--- src/rtl/pll_lock_ctrl.sv ---
// PLL lock supervisor: sequences loop reset, qualifies lock from the sampled
// phase error, times brake pulses and retries or fails on acquisition timeout.
module pll_lock_ctrl #(
  parameter int unsigned ERR_W         = 16,
  parameter int unsigned LOCK_TOL      = 8,
  parameter int unsigned UNLOCK_TOL    = 32,
  parameter int unsigned LOCK_CNT      = 16,
  parameter int unsigned UNLOCK_CNT    = 4,
  parameter int unsigned RST_CYCLES    = 4,
  parameter int unsigned ACQ_TIMEOUT   = 1024,
  parameter int unsigned MAX_RETRY     = 3,
  parameter int unsigned BRAKE_CYCLES  = 100,
  parameter int unsigned SETTLE_CYCLES = 8
) (
  input  logic             refclk,
  input  logic             resetn,
  input  logic             enable,
  input  logic [ERR_W-1:0] phase_err,
  input  logic             err_valid,
  input  logic             brake_req,
  output logic             pll_resetn,
  output logic             brake,
  output logic             locked,
  output logic             fail,
  output logic [2:0]       state,
  output logic [1:0]       retry_cnt
);

  typedef enum logic [2:0] {
    StOff     = 3'd0,
    StReset   = 3'd1,
    StAcquire = 3'd2,
    StLocked  = 3'd3,
    StBrake   = 3'd4,
    StRecover = 3'd5,
    StFail    = 3'd6
  } state_e;

  localparam int unsigned MaxAb  = (ACQ_TIMEOUT > BRAKE_CYCLES) ? ACQ_TIMEOUT : BRAKE_CYCLES;
  localparam int unsigned MaxCd  = (RST_CYCLES > SETTLE_CYCLES) ? RST_CYCLES : SETTLE_CYCLES;
  localparam int unsigned MaxCnt = (MaxAb > MaxCd) ? MaxAb : MaxCd;
  localparam int unsigned CntW   = $clog2(MaxCnt + 1);
  localparam int unsigned GoodW  = $clog2(LOCK_CNT + 1);
  localparam int unsigned BadW   = $clog2(UNLOCK_CNT + 1);

  localparam logic [CntW-1:0]  RstLd    = CntW'(RST_CYCLES);
  localparam logic [CntW-1:0]  BrakeLd  = CntW'(BRAKE_CYCLES);
  localparam logic [CntW-1:0]  SettleLd = CntW'(SETTLE_CYCLES);
  localparam logic [CntW-1:0]  TmoLast  = CntW'(ACQ_TIMEOUT - 1);
  localparam logic [CntW-1:0]  CntOne   = CntW'(1);
  localparam logic [GoodW-1:0] GoodLast = GoodW'(LOCK_CNT - 1);
  localparam logic [BadW-1:0]  BadLast  = BadW'(UNLOCK_CNT - 1);
  localparam logic [ERR_W:0]   LockTol  = (ERR_W+1)'(LOCK_TOL);
  localparam logic [ERR_W:0]   UnlkTol  = (ERR_W+1)'(UNLOCK_TOL);

  state_e           r_state, w_state_d;
  logic [CntW-1:0]  r_cnt, w_cnt_d;
  logic [GoodW-1:0] r_good, w_good_d;
  logic [BadW-1:0]  r_bad, w_bad_d;
  logic [1:0]       r_retry, w_retry_d;
  logic             r_pll_resetn, r_brake, r_locked, r_fail;

  // One extra bit so the most negative error maps to a positive magnitude.
  logic [ERR_W:0] w_err_ext;
  logic [ERR_W:0] w_err_mag;
  logic           w_good_smp;
  logic           w_bad_smp;

  assign w_err_ext  = {phase_err[ERR_W-1], phase_err};
  assign w_err_mag  = w_err_ext[ERR_W] ? (~w_err_ext + 1'b1) : w_err_ext;
  assign w_good_smp = (w_err_mag <= LockTol);
  assign w_bad_smp  = (w_err_mag > UnlkTol);

  always_comb begin
    w_state_d = r_state;
    w_cnt_d   = r_cnt;
    w_good_d  = r_good;
    w_bad_d   = r_bad;
    w_retry_d = r_retry;
    if (!enable) begin
      w_state_d = StOff;
      w_cnt_d   = '0;
      w_good_d  = '0;
      w_bad_d   = '0;
      w_retry_d = '0;
    end else begin
      case (r_state)
        StOff: begin
          w_state_d = StReset;
          w_cnt_d   = RstLd;
        end
        StReset: begin
          if (r_cnt <= CntOne) begin
            w_state_d = StAcquire;
            w_cnt_d   = '0;
            w_good_d  = '0;
          end else begin
            w_cnt_d = r_cnt - 1'b1;
          end
        end
        StAcquire: begin
          if (err_valid) begin
            w_good_d = w_good_smp ? r_good + 1'b1 : '0;
          end
          // Lock is checked before timeout so a tie resolves to LOCKED.
          if (err_valid && w_good_smp && (r_good == GoodLast)) begin
            w_state_d = StLocked;
            w_good_d  = '0;
            w_bad_d   = '0;
            w_retry_d = '0;
          end else if (r_cnt == TmoLast) begin
            if (32'(r_retry) < MAX_RETRY) begin
              w_state_d = StReset;
              w_cnt_d   = RstLd;
              w_retry_d = r_retry + 2'd1;
            end else begin
              w_state_d = StFail;
              w_cnt_d   = '0;
            end
          end else begin
            w_cnt_d = r_cnt + 1'b1;
          end
        end
        StLocked: begin
          if (brake_req) begin
            w_state_d = StBrake;
            w_cnt_d   = BrakeLd;
            w_bad_d   = '0;
          end else if (err_valid) begin
            if (w_bad_smp) begin
              if (r_bad == BadLast) begin
                w_state_d = StAcquire;
                w_cnt_d   = '0;
                w_good_d  = '0;
                w_bad_d   = '0;
              end else begin
                w_bad_d = r_bad + 1'b1;
              end
            end else begin
              w_bad_d = '0;
            end
          end
        end
        StBrake: begin
          if (r_cnt <= CntOne) begin
            w_state_d = StRecover;
            w_cnt_d   = SettleLd;
          end else begin
            w_cnt_d = r_cnt - 1'b1;
          end
        end
        StRecover: begin
          if (r_cnt <= CntOne) begin
            w_state_d = StAcquire;
            w_cnt_d   = '0;
            w_good_d  = '0;
          end else begin
            w_cnt_d = r_cnt - 1'b1;
          end
        end
        StFail: begin
          w_state_d = StFail;
        end
        default: begin
          w_state_d = StOff;
          w_cnt_d   = '0;
          w_good_d  = '0;
          w_bad_d   = '0;
          w_retry_d = '0;
        end
      endcase
    end
  end

  // Outputs are decoded from the next state so they move with `state`.
  always_ff @(posedge refclk or negedge resetn) begin
    if (!resetn) begin
      r_state      <= StOff;
      r_cnt        <= '0;
      r_good       <= '0;
      r_bad        <= '0;
      r_retry      <= '0;
      r_pll_resetn <= 1'b0;
      r_brake      <= 1'b0;
      r_locked     <= 1'b0;
      r_fail       <= 1'b0;
    end else begin
      r_state      <= w_state_d;
      r_cnt        <= w_cnt_d;
      r_good       <= w_good_d;
      r_bad        <= w_bad_d;
      r_retry      <= w_retry_d;
      r_pll_resetn <= (w_state_d inside {StAcquire, StLocked, StBrake, StRecover});
      r_brake      <= (w_state_d == StBrake);
      r_locked     <= (w_state_d == StLocked);
      r_fail       <= (w_state_d == StFail);
    end
  end

  assign pll_resetn = r_pll_resetn;
  assign brake      = r_brake;
  assign locked     = r_locked;
  assign fail       = r_fail;
  assign state      = r_state;
  assign retry_cnt  = r_retry;

endmodule

--- config.mk ---
export PLATFORM = sky130hd
export DESIGN_NAME = pll_lock_ctrl
export DESIGN_NICKNAME = d
export VERILOG_FILES = /design/src/rtl/pll_lock_ctrl.sv
export SDC_FILE = /design/constraint.sdc
export NUM_CORES = 1
export LEC_CHECK = 0
export ABC_AREA = 1
export CAP_MARGIN = 20
export CORE_MARGIN = 2
export CORE_UTILIZATION = 50
export DETAILED_ROUTE_END_ITERATION = 8
export GPL_ROUTABILITY_DRIVEN = 0
export PLACE_DENSITY = 0.72
export SLEW_MARGIN = 20
export SYNTH_ARGS = -nofsm -noshare
export SYNTH_HDL_FRONTEND = slang
export SYNTH_SLANG_ARGS = --single-unit
export TNS_END_PERCENT = 30
--- constraint.sdc ---
create_clock -name refclk -period 2.2 [get_ports refclk]
set_input_delay 0.22 -clock refclk [delete_from_list [all_inputs] [get_ports refclk]]
set_output_delay 0.22 -clock refclk [all_outputs]
set_load 0.005 [all_outputs]
==> metrics.md, run 1 <==
| Metric | Value |
|---|---|
| Outcome | complete, no violations |
| All-layer global routing usage | 23.3% |
| Most used DFF post-synth | sky130_fd_sc_hd__dfrtp_1 |
| Met2 global-route usage | 40.5% |
| Total number of nets in the final design | 516 |
| Final wirelength | 7220 microns |
| Initial antenna violation count | 0 |
| Final non-filler cell total | 558 |
| Filler cell count in the final layout | slightly above 500 |
| Number of pins exceeding their max-slew limit in the final report | 0 |
| Overall die area | approximately 0.0064 sq mm |
| Number of nets in the synthesized netlist | 461 |
| Min cycle time layout | 2.08 ns |
| Via count of the routed design | 2943 |
| Worst slew slack as a fraction of its limit | 76.0% |
| Number of global-route vias before repair | 2743 |
| Setup Crit Path Kind | input pin to flop |
| H-tree levels | 1 |
| Synth Register Bits | 28 |
| Cell at the root of the clock tree | sky130_fd_sc_hd__clkbuf_8 |
| Initial Utilization | 52.1% |
| Maximum clock frequency | 0.480 GHz |
| Post-route clock period utilization | 94.6% |
| Transition time of the tightest slew-check pin | 0.360 ns |
| Core Box Area | 0.00554 sq mm |
| Data arrival at the endpoint of the critical path | between 2 and 2.5 ns |
| Largest net degree at the start of global routing | 29 |
| Area contributors post-synth | sky130_fd_sc_hd__dfrtp_1 (24%), sky130_fd_sc_hd__nand2_1 (15%), sky130_fd_sc_hd__inv_1 (7.0%), sky130_fd_sc_hd__nand3_1 (5.9%), sky130_fd_sc_hd__nor2_1 (5.7%) |
| Post-synth top cells | sky130_fd_sc_hd__nand2_1 (113), sky130_fd_sc_hd__inv_1 (54), sky130_fd_sc_hd__nor2_1 (44) |
| Remaining antenna violation count after routing | 0 |
| Final hold violation count | 0 |
| Die Width | 80.0 microns |
| Synth top area share | between 20 and 25% |
| Required time of the critical path | approximately 2.4 ns |
| Worst-skew pair later-pin latency | 0.28 ns |
| Diode count | 0 |
| Met1 GRT Util | around a third |
| Max capacitance violation total | 0 |
| Top Ports | 30 |
| Number of synthesized flops with an enable pin | 0 |
| End-of-flow core utilization | 65.2% |
| Number of warnings issued by yosys | 0 |
| HP Class | input pin to asynchronous set/reset pin |
| Fraction of layout instances using a drive strength above 1 | 22.6% |
| Final global-route overflow total | 0 |
| First-pass GRT wire length | 12200 microns |
| Cell area after synthesis | 0.00289 sq mm |
| Initial DRC Count | 120 |
| Number of clock sinks seen by CTS | 28 |
| Proportion of synthesized flip-flops having asynchronous set or reset | 100% |
| Worst clock skew | 0.00214 ns |
| DP Cell Count | 550 |
| Max Fanout on Critical Path | 3 |
| LEAKAGE | 1.79 nW |
| Instance count of the mapped netlist | 432 |
| CTS Buf Count | 3 |
| Synth-to-Final Area Change | 25.2% |
| CTS tree | done |
| Average cell area after synthesis | 6.68 sq um |
| Cell accounting for the most synthesized area | sky130_fd_sc_hd__dfrtp_1 |
| Layer with the highest usage after global routing | met2 |
| Setup_tns | 0 ns |
| Design Power | about 2.7 mW |
| Count of unresolved DRC violations after routing | 0 |
| Count leader, synth | sky130_fd_sc_hd__nand2_1 |
| Number of distinct library cells after synthesis | 34 |
| VDD IR-drop max | slightly below 0.6 mV |
| Sort of element at the end of the critical path | flop |
| Number of iterations in the first detailed-routing pass | 4 |
| Maximum clock path buffer count | 2 |
| Post-route worst hold slack | slightly above 0.3 ns |
| Clock slew at the register clock pins of the worst setup and hold paths | 0.10 ns |
| Global-route met3 utilization | 2.15% |
| Finish-stage setup viols | 0 |
| Routed WL per cell | ~13 microns |
| Avg Vias per Cell | about 5.3 |
| Crit path launch type | input pin |
| Sequential area share after synthesis | about a quarter |
| DIE HEIGHT | 80.0 microns |
| Ratio of total power to cell area | 747 mW/mm^2 |
| Final HPWL DP | 5350 microns |
| Row cnt | 27 |
| Number of I/O port buffers | 29 |
routing by layer:
layer | part of all wire, % | wire (microns) | up-vias
met2 | 47 | 3380 | 80
met1 | 47 | 3410 | 1349
met4 | 0.90 | 65 | 0
li1 | - | - | 1503
met5 | 0 | 0 | -
met3 | 5.0 | 362 | 11
flip-flops by register name, indices dropped and copies added (netlist names):
| register | count |
|---|---|
| r_cnt | 11 |
| r_good | 5 |
| r_bad | 3 |
| state | 3 |
| retry_cnt | 2 |
| brake | 1 |
| fail | 1 |
| locked | 1 |
| pll_resetn | 1 |
report_power, final:
| group | total (mW) | switching [mW] | leakage, nW | internal, mW |
|---|---|---|---|---|
| registers | 0.774 | 0.163 | 0.385 | 0.611 |
| logic | 1.60 | 0.966 | 1.38 | 0.632 |
| clock network | 0.326 | 0.165 | 0.0288 | 0.160 |
| total | 2.70 | 1.29 | 1.79 | 1.40 |
timing repair:
item	in CTS	in global routing
gates cloned	0	0
pin swaps	2	21
setup endpoints to repair	9	28
setup buffers	0	4
hold buffers	0	0
resized for setup	3	29
layout by cell type, fill, tap and decap left out, drive strengths merged, types with 5 or more instances in the layout:
cell type      instances
nand3                 50
nand4                 22
xor2                  16
dfrtp                 28
ha                     8
clkdlybuf4s50         19
inv                   60
dlymetal6s2s          10
buf                   33
a21oi                  9
nor2                  61
nor3                   5
o22ai                  5
o21ai                 12
nand2                127
worst paths after layout:
path	startpoint	endpoint	slack (ns)	cells after the start
min in group refclk	r_good[4]	r_good[4]	0.50	2
setup / recovery	phase_err[9]	pll_resetn	0.12	15
hold / removal	resetn	r_good[3]	0.31	2
hold reg to reg	r_good[4]	r_good[4]	0.50	2
setup reg to reg	r_cnt[1]	pll_resetn	0.13	15
max in group asynchronous	resetn	pll_resetn	1.63	2
cell type report:
cell class	instances	area, sq um	share of cell area, %
Timing Repair Buffer	62	576	15.9
Clock buffer	4	55.1	1.52
Multi-Input combinational cell	332	1970	54.4
Tap cell	72	90.1	2.49
Sequential cell	28	701	19.4
Inverter	60	225	6.23
kinds of logic after synthesis:
logic type	count (synthesis)	synth area share, %
compound gates	34	6.81
xor+xnor	16	4.86
fa+ha+maj	8	3.47
buf+inv	72	10.5
flops	28	24.3
simple gates	274	50.1
metrics by stage:
step	instance area [sq um]	worst slack [ns]
global placement	3420	-0.280
floorplan	2890	0.292
CTS	3490	0.0248
global route	3610	-0.00985
finish	3610	0.118
detailed placement	3420	-0.332
critical path, cell delays in order:
cell and delay, ns:
sky130_fd_sc_hd__clkdlybuf4s50_1 0.45, sky130_fd_sc_hd__nor2_1 0.19, sky130_fd_sc_hd__nand3_1 0.09, sky130_fd_sc_hd__nand3b_1 0.18
sky130_fd_sc_hd__nand3_1 0.08, sky130_fd_sc_hd__nand2_1 0.09, sky130_fd_sc_hd__nor2_4 0.19, sky130_fd_sc_hd__inv_2 0.05
sky130_fd_sc_hd__nor2_2 0.12, sky130_fd_sc_hd__nand4_1 0.21, sky130_fd_sc_hd__nand2_2 0.16, sky130_fd_sc_hd__nand2_2 0.09
sky130_fd_sc_hd__inv_2 0.07, sky130_fd_sc_hd__nand2_1 0.04, sky130_fd_sc_hd__nand2_1 0.06
No activity file was read; power rests on OpenSTA's default activity.
==> run 2: changes to the inputs <==
--- a/config.mk
+++ b/config.mk
@@ -12,6 +12,7 @@
 export DETAILED_ROUTE_END_ITERATION = 8
 export GPL_ROUTABILITY_DRIVEN = 0
 export PLACE_DENSITY = 0.72
+export SKIP_CTS_REPAIR_TIMING = 1
 export SLEW_MARGIN = 20
 export SYNTH_ARGS = -nofsm -noshare
 export SYNTH_HDL_FRONTEND = slang
==> run 2 against run 1 <==
Compared with the run above: sequential cell count unchanged; sequential share of layout area up 0.054 points; sequential power hardly changed; largest power group unchanged.
==> metrics.md, run 2 (synthesized netlist as in run 1, its figures left out) <==
| Metric | Value |
|---|---|
| Finish-stage setup viols | 0 (unchanged) |
| Number of I/O port buffers | 29 (unchanged) |
| Launch point of the critical path | r_cnt[1] (was phase_err[9]) |
| Setup_tns | 0 ns (unchanged) |
| Ratio of total power to cell area | 749 mW/mm^2 (was 747 mW/mm^2) |
| Max capacitance violation total | 0 (unchanged) |
| Clock slew at the register clock pins of the worst setup and hold paths | 0.10 ns (about the same) |
| Transition time of the tightest slew-check pin | 0.359 ns (was 0.360 ns) |
| Final non-filler cell total | 557 (was 558) |
| Remaining antenna violation count after routing | 0 (unchanged) |
| Fraction of layout instances using a drive strength above 1 | 22.7% (was 22.6%) |
| Setup repair after global routing missed its margin | no |
| Critical register-to-register path startpoint | r_cnt[1] (unchanged) |
| Worst slack, placed | -0.332 ns (unchanged) |
| CP most frequent cell | sky130_fd_sc_hd__nand2_2 (was sky130_fd_sc_hd__nand2_1) |
| Reg with most FFs | r_cnt (unchanged) |
| Post-route standard cell area excluding fillers | 0.00360 sq mm (was 0.00361 sq mm) |
| CTS tree | done (unchanged) |
| Top library cells by usage in the layout, fill and taps aside | sky130_fd_sc_hd__nand2_1 (108), sky130_fd_sc_hd__inv_1 (50), sky130_fd_sc_hd__nor2_1 (41) (was sky130_fd_sc_hd__nand2_1 (108), sky130_fd_sc_hd__inv_1 (51), sky130_fd_sc_hd__nor2_1 (41)) |
| Final global-route overflow total | 0 (unchanged) |
| Design Power | 2.70 mW (about the same) |
| Count of unresolved DRC violations after routing | 0 (unchanged) |
| Crit path cell chain | ha_4 -> nand2_2 -> nor2_4 -> nand4_4 -> nor2_4 -> nand3_4 -> nor2_4 -> nand2_2 -> nand2_1 -> and3_1 -> nand2_2 -> nand2_2 -> inv_2 -> nand2_1 -> nand2_1 (was clkdlybuf4s50_1 -> nor2_1 -> nand3_1 -> nand3b_1 -> nand3_1 -> nand2_1 -> nor2_4 -> inv_2 -> nor2_2 -> nand4_1 -> nand2_2 -> nand2_2 -> inv_2 -> nand2_1 -> nand2_1) |
| Crit path launch type | flop (was input pin) |
| Die Width | 80.0 microns (unchanged) |
| Initial DRC Count | 113 (was 120) |
| Top Ports | 30 (unchanged) |
| Final hold violation count | 0 (unchanged) |
| Min cycle time layout | 2.06 ns (was 2.08 ns) |
| Worst setup path endpoint | pll_resetn (unchanged) |
| Via count of the routed design | 2933 (was 2943) |
| Worst slew slack as a fraction of its limit | 76.1% (was 76.0%) |
| Post-route worst hold slack | 0.311 ns (was 0.310 ns) |
| Largest net degree at the start of global routing | 29 (unchanged) |
| Maximum clock path buffer count | 2 (unchanged) |
| End-of-flow core utilization | 65.0% (was 65.2%) |
| Post-route clock period utilization | 93.7% (was 94.6%) |
| Initial antenna violation count | 0 (unchanged) |
| Cell family with the largest share of critical-path delay | simple AND/OR/NAND/NOR gates (unchanged) |
| Data arrival at the endpoint of the critical path | 2.23 ns (was 2.30 ns) |
| Buffers & Inverters on Critical Path | 1 (was 3) |
| Worst-skew pair later-pin latency | 0.27 ns (was 0.28 ns) |
| Initial Utilization | 52.1% (unchanged) |
| Overall die area | 0.00639 sq mm (unchanged) |
| Reg-to-reg endpoint | pll_resetn (unchanged) |
| Avg Vias per Cell | 5.27 (about the same) |
| Slack of the worst reg-to-reg path | 0.14 ns (was 0.13 ns) |
| Diode count | 0 (unchanged) |
| Setup Crit Path Kind | flop to flop (was input pin to flop) |
| DIE HEIGHT | 80.0 microns (unchanged) |
| Cell at the root of the clock tree | sky130_fd_sc_hd__clkbuf_8 (unchanged) |
| Outcome | complete, no violations (unchanged) |
| Reg2reg path depth | 15 (unchanged) |
| Row cnt | 27 (unchanged) |
| Required time of the critical path | 2.37 ns (was 2.42 ns) |
| Number of clock sinks seen by CTS | 28 (unchanged) |
| CTS Buf Count | 3 (unchanged) |
| Number of iterations in the first detailed-routing pass | 4 (unchanged) |
| Final HPWL DP | 5350 microns (unchanged) |
| Slowest stage cell on the critical path | sky130_fd_sc_hd__dfrtp_1 (was sky130_fd_sc_hd__clkdlybuf4s50_1) |
| Total number of nets in the final design | 515 (was 516) |
| Minimum setup slack in the final design | 0.138 ns (was 0.118 ns) |
| H-tree levels | 1 (unchanged) |
| Core Box Area | 0.00554 sq mm (unchanged) |
| CP peak stage delay | 0.41 ns (was 0.45 ns) |
| Sort of element at the end of the critical path | flop (unchanged) |
| Maximum clock frequency | 0.485 GHz (was 0.480 GHz) |
| Max Fanout on Critical Path | 4 (was 3) |
| Dpl cell area | 0.00342 sq mm (unchanged) |
| Synth-to-Final Area Change | 24.9% (was 25.2%) |
| Registers with the most flip-flops | r_cnt: 11 flops, r_good: 5 flops (unchanged) |
| Worst clock skew | 0.00217 ns (was 0.00214 ns) |
| Max FFs per register | 11 (unchanged) |
| First-pass GRT wire length | 12200 microns (about the same) |
| HP Class | input pin to asynchronous set/reset pin (unchanged) |
| Final wirelength | 7190 microns (was 7220 microns) |
| Worst path depth | 15 (unchanged) |
| Routed WL per cell | 12.9 microns (about the same) |
| VDD IR-drop max | 0.596 mV (was 0.592 mV) |
| All-layer global routing usage | 23.3% (about the same) |
| DP Cell Count | 550 (unchanged) |
| LEAKAGE | 1.78 nW (was 1.79 nW) |
| Commonest non-fill, non-tap cell in the layout | sky130_fd_sc_hd__nand2_1 (unchanged) |
| Number of global-route vias before repair | 2742 (was 2743) |
| Number of pins exceeding their max-slew limit in the final report | 0 (unchanged) |
[run 2: area by class of cell]
type	count	area (sq um)
flip-flops and latches	28	701
clock buffers	4	55.1
multi-input cells	332	1970
inverters	60	225
fillers	513	1940
repair buffers	61	566
well taps	72	90.1
[run 2: how the worst min path moves through the flow]
stage	start	to	slack (ns)	cells past startpoint
2_1_floorplan	resetn	brake	-0.08	0
3_3_place_gp	r_good[4]	r_good[4]	0.47	2
3_5_place_dp	r_good[4]	r_good[4]	0.47	2
4_1_cts	resetn	r_good[1]	0.32	2
5_1_grt	resetn	r_good[3]	0.34	2
6_report	resetn	r_good[3]	0.31	2
[run 2: routing by layer]
layer | wire (microns) | global-route usage, % | up-vias | part of all wire, %
met3 | 345 | 2.15 | 12 | 4.8
met2 | 3380 | 40.4 | 78 | 47
met5 | 0 | 0 | - | 0
met1 | 3380 | 31.5 | 1340 | 47
met4 | 83 | 4.75 | 0 | 1.2
li1 | - | - | 1503 | -
[run 2: power by group]
group | leakage (nW) | total, mW | internal (mW) | switching, mW
Clock | 0.0288 | 0.323 | 0.160 | 0.163
Combinational | 1.36 | 1.60 | 0.633 | 0.972
Sequential | 0.385 | 0.773 | 0.611 | 0.162
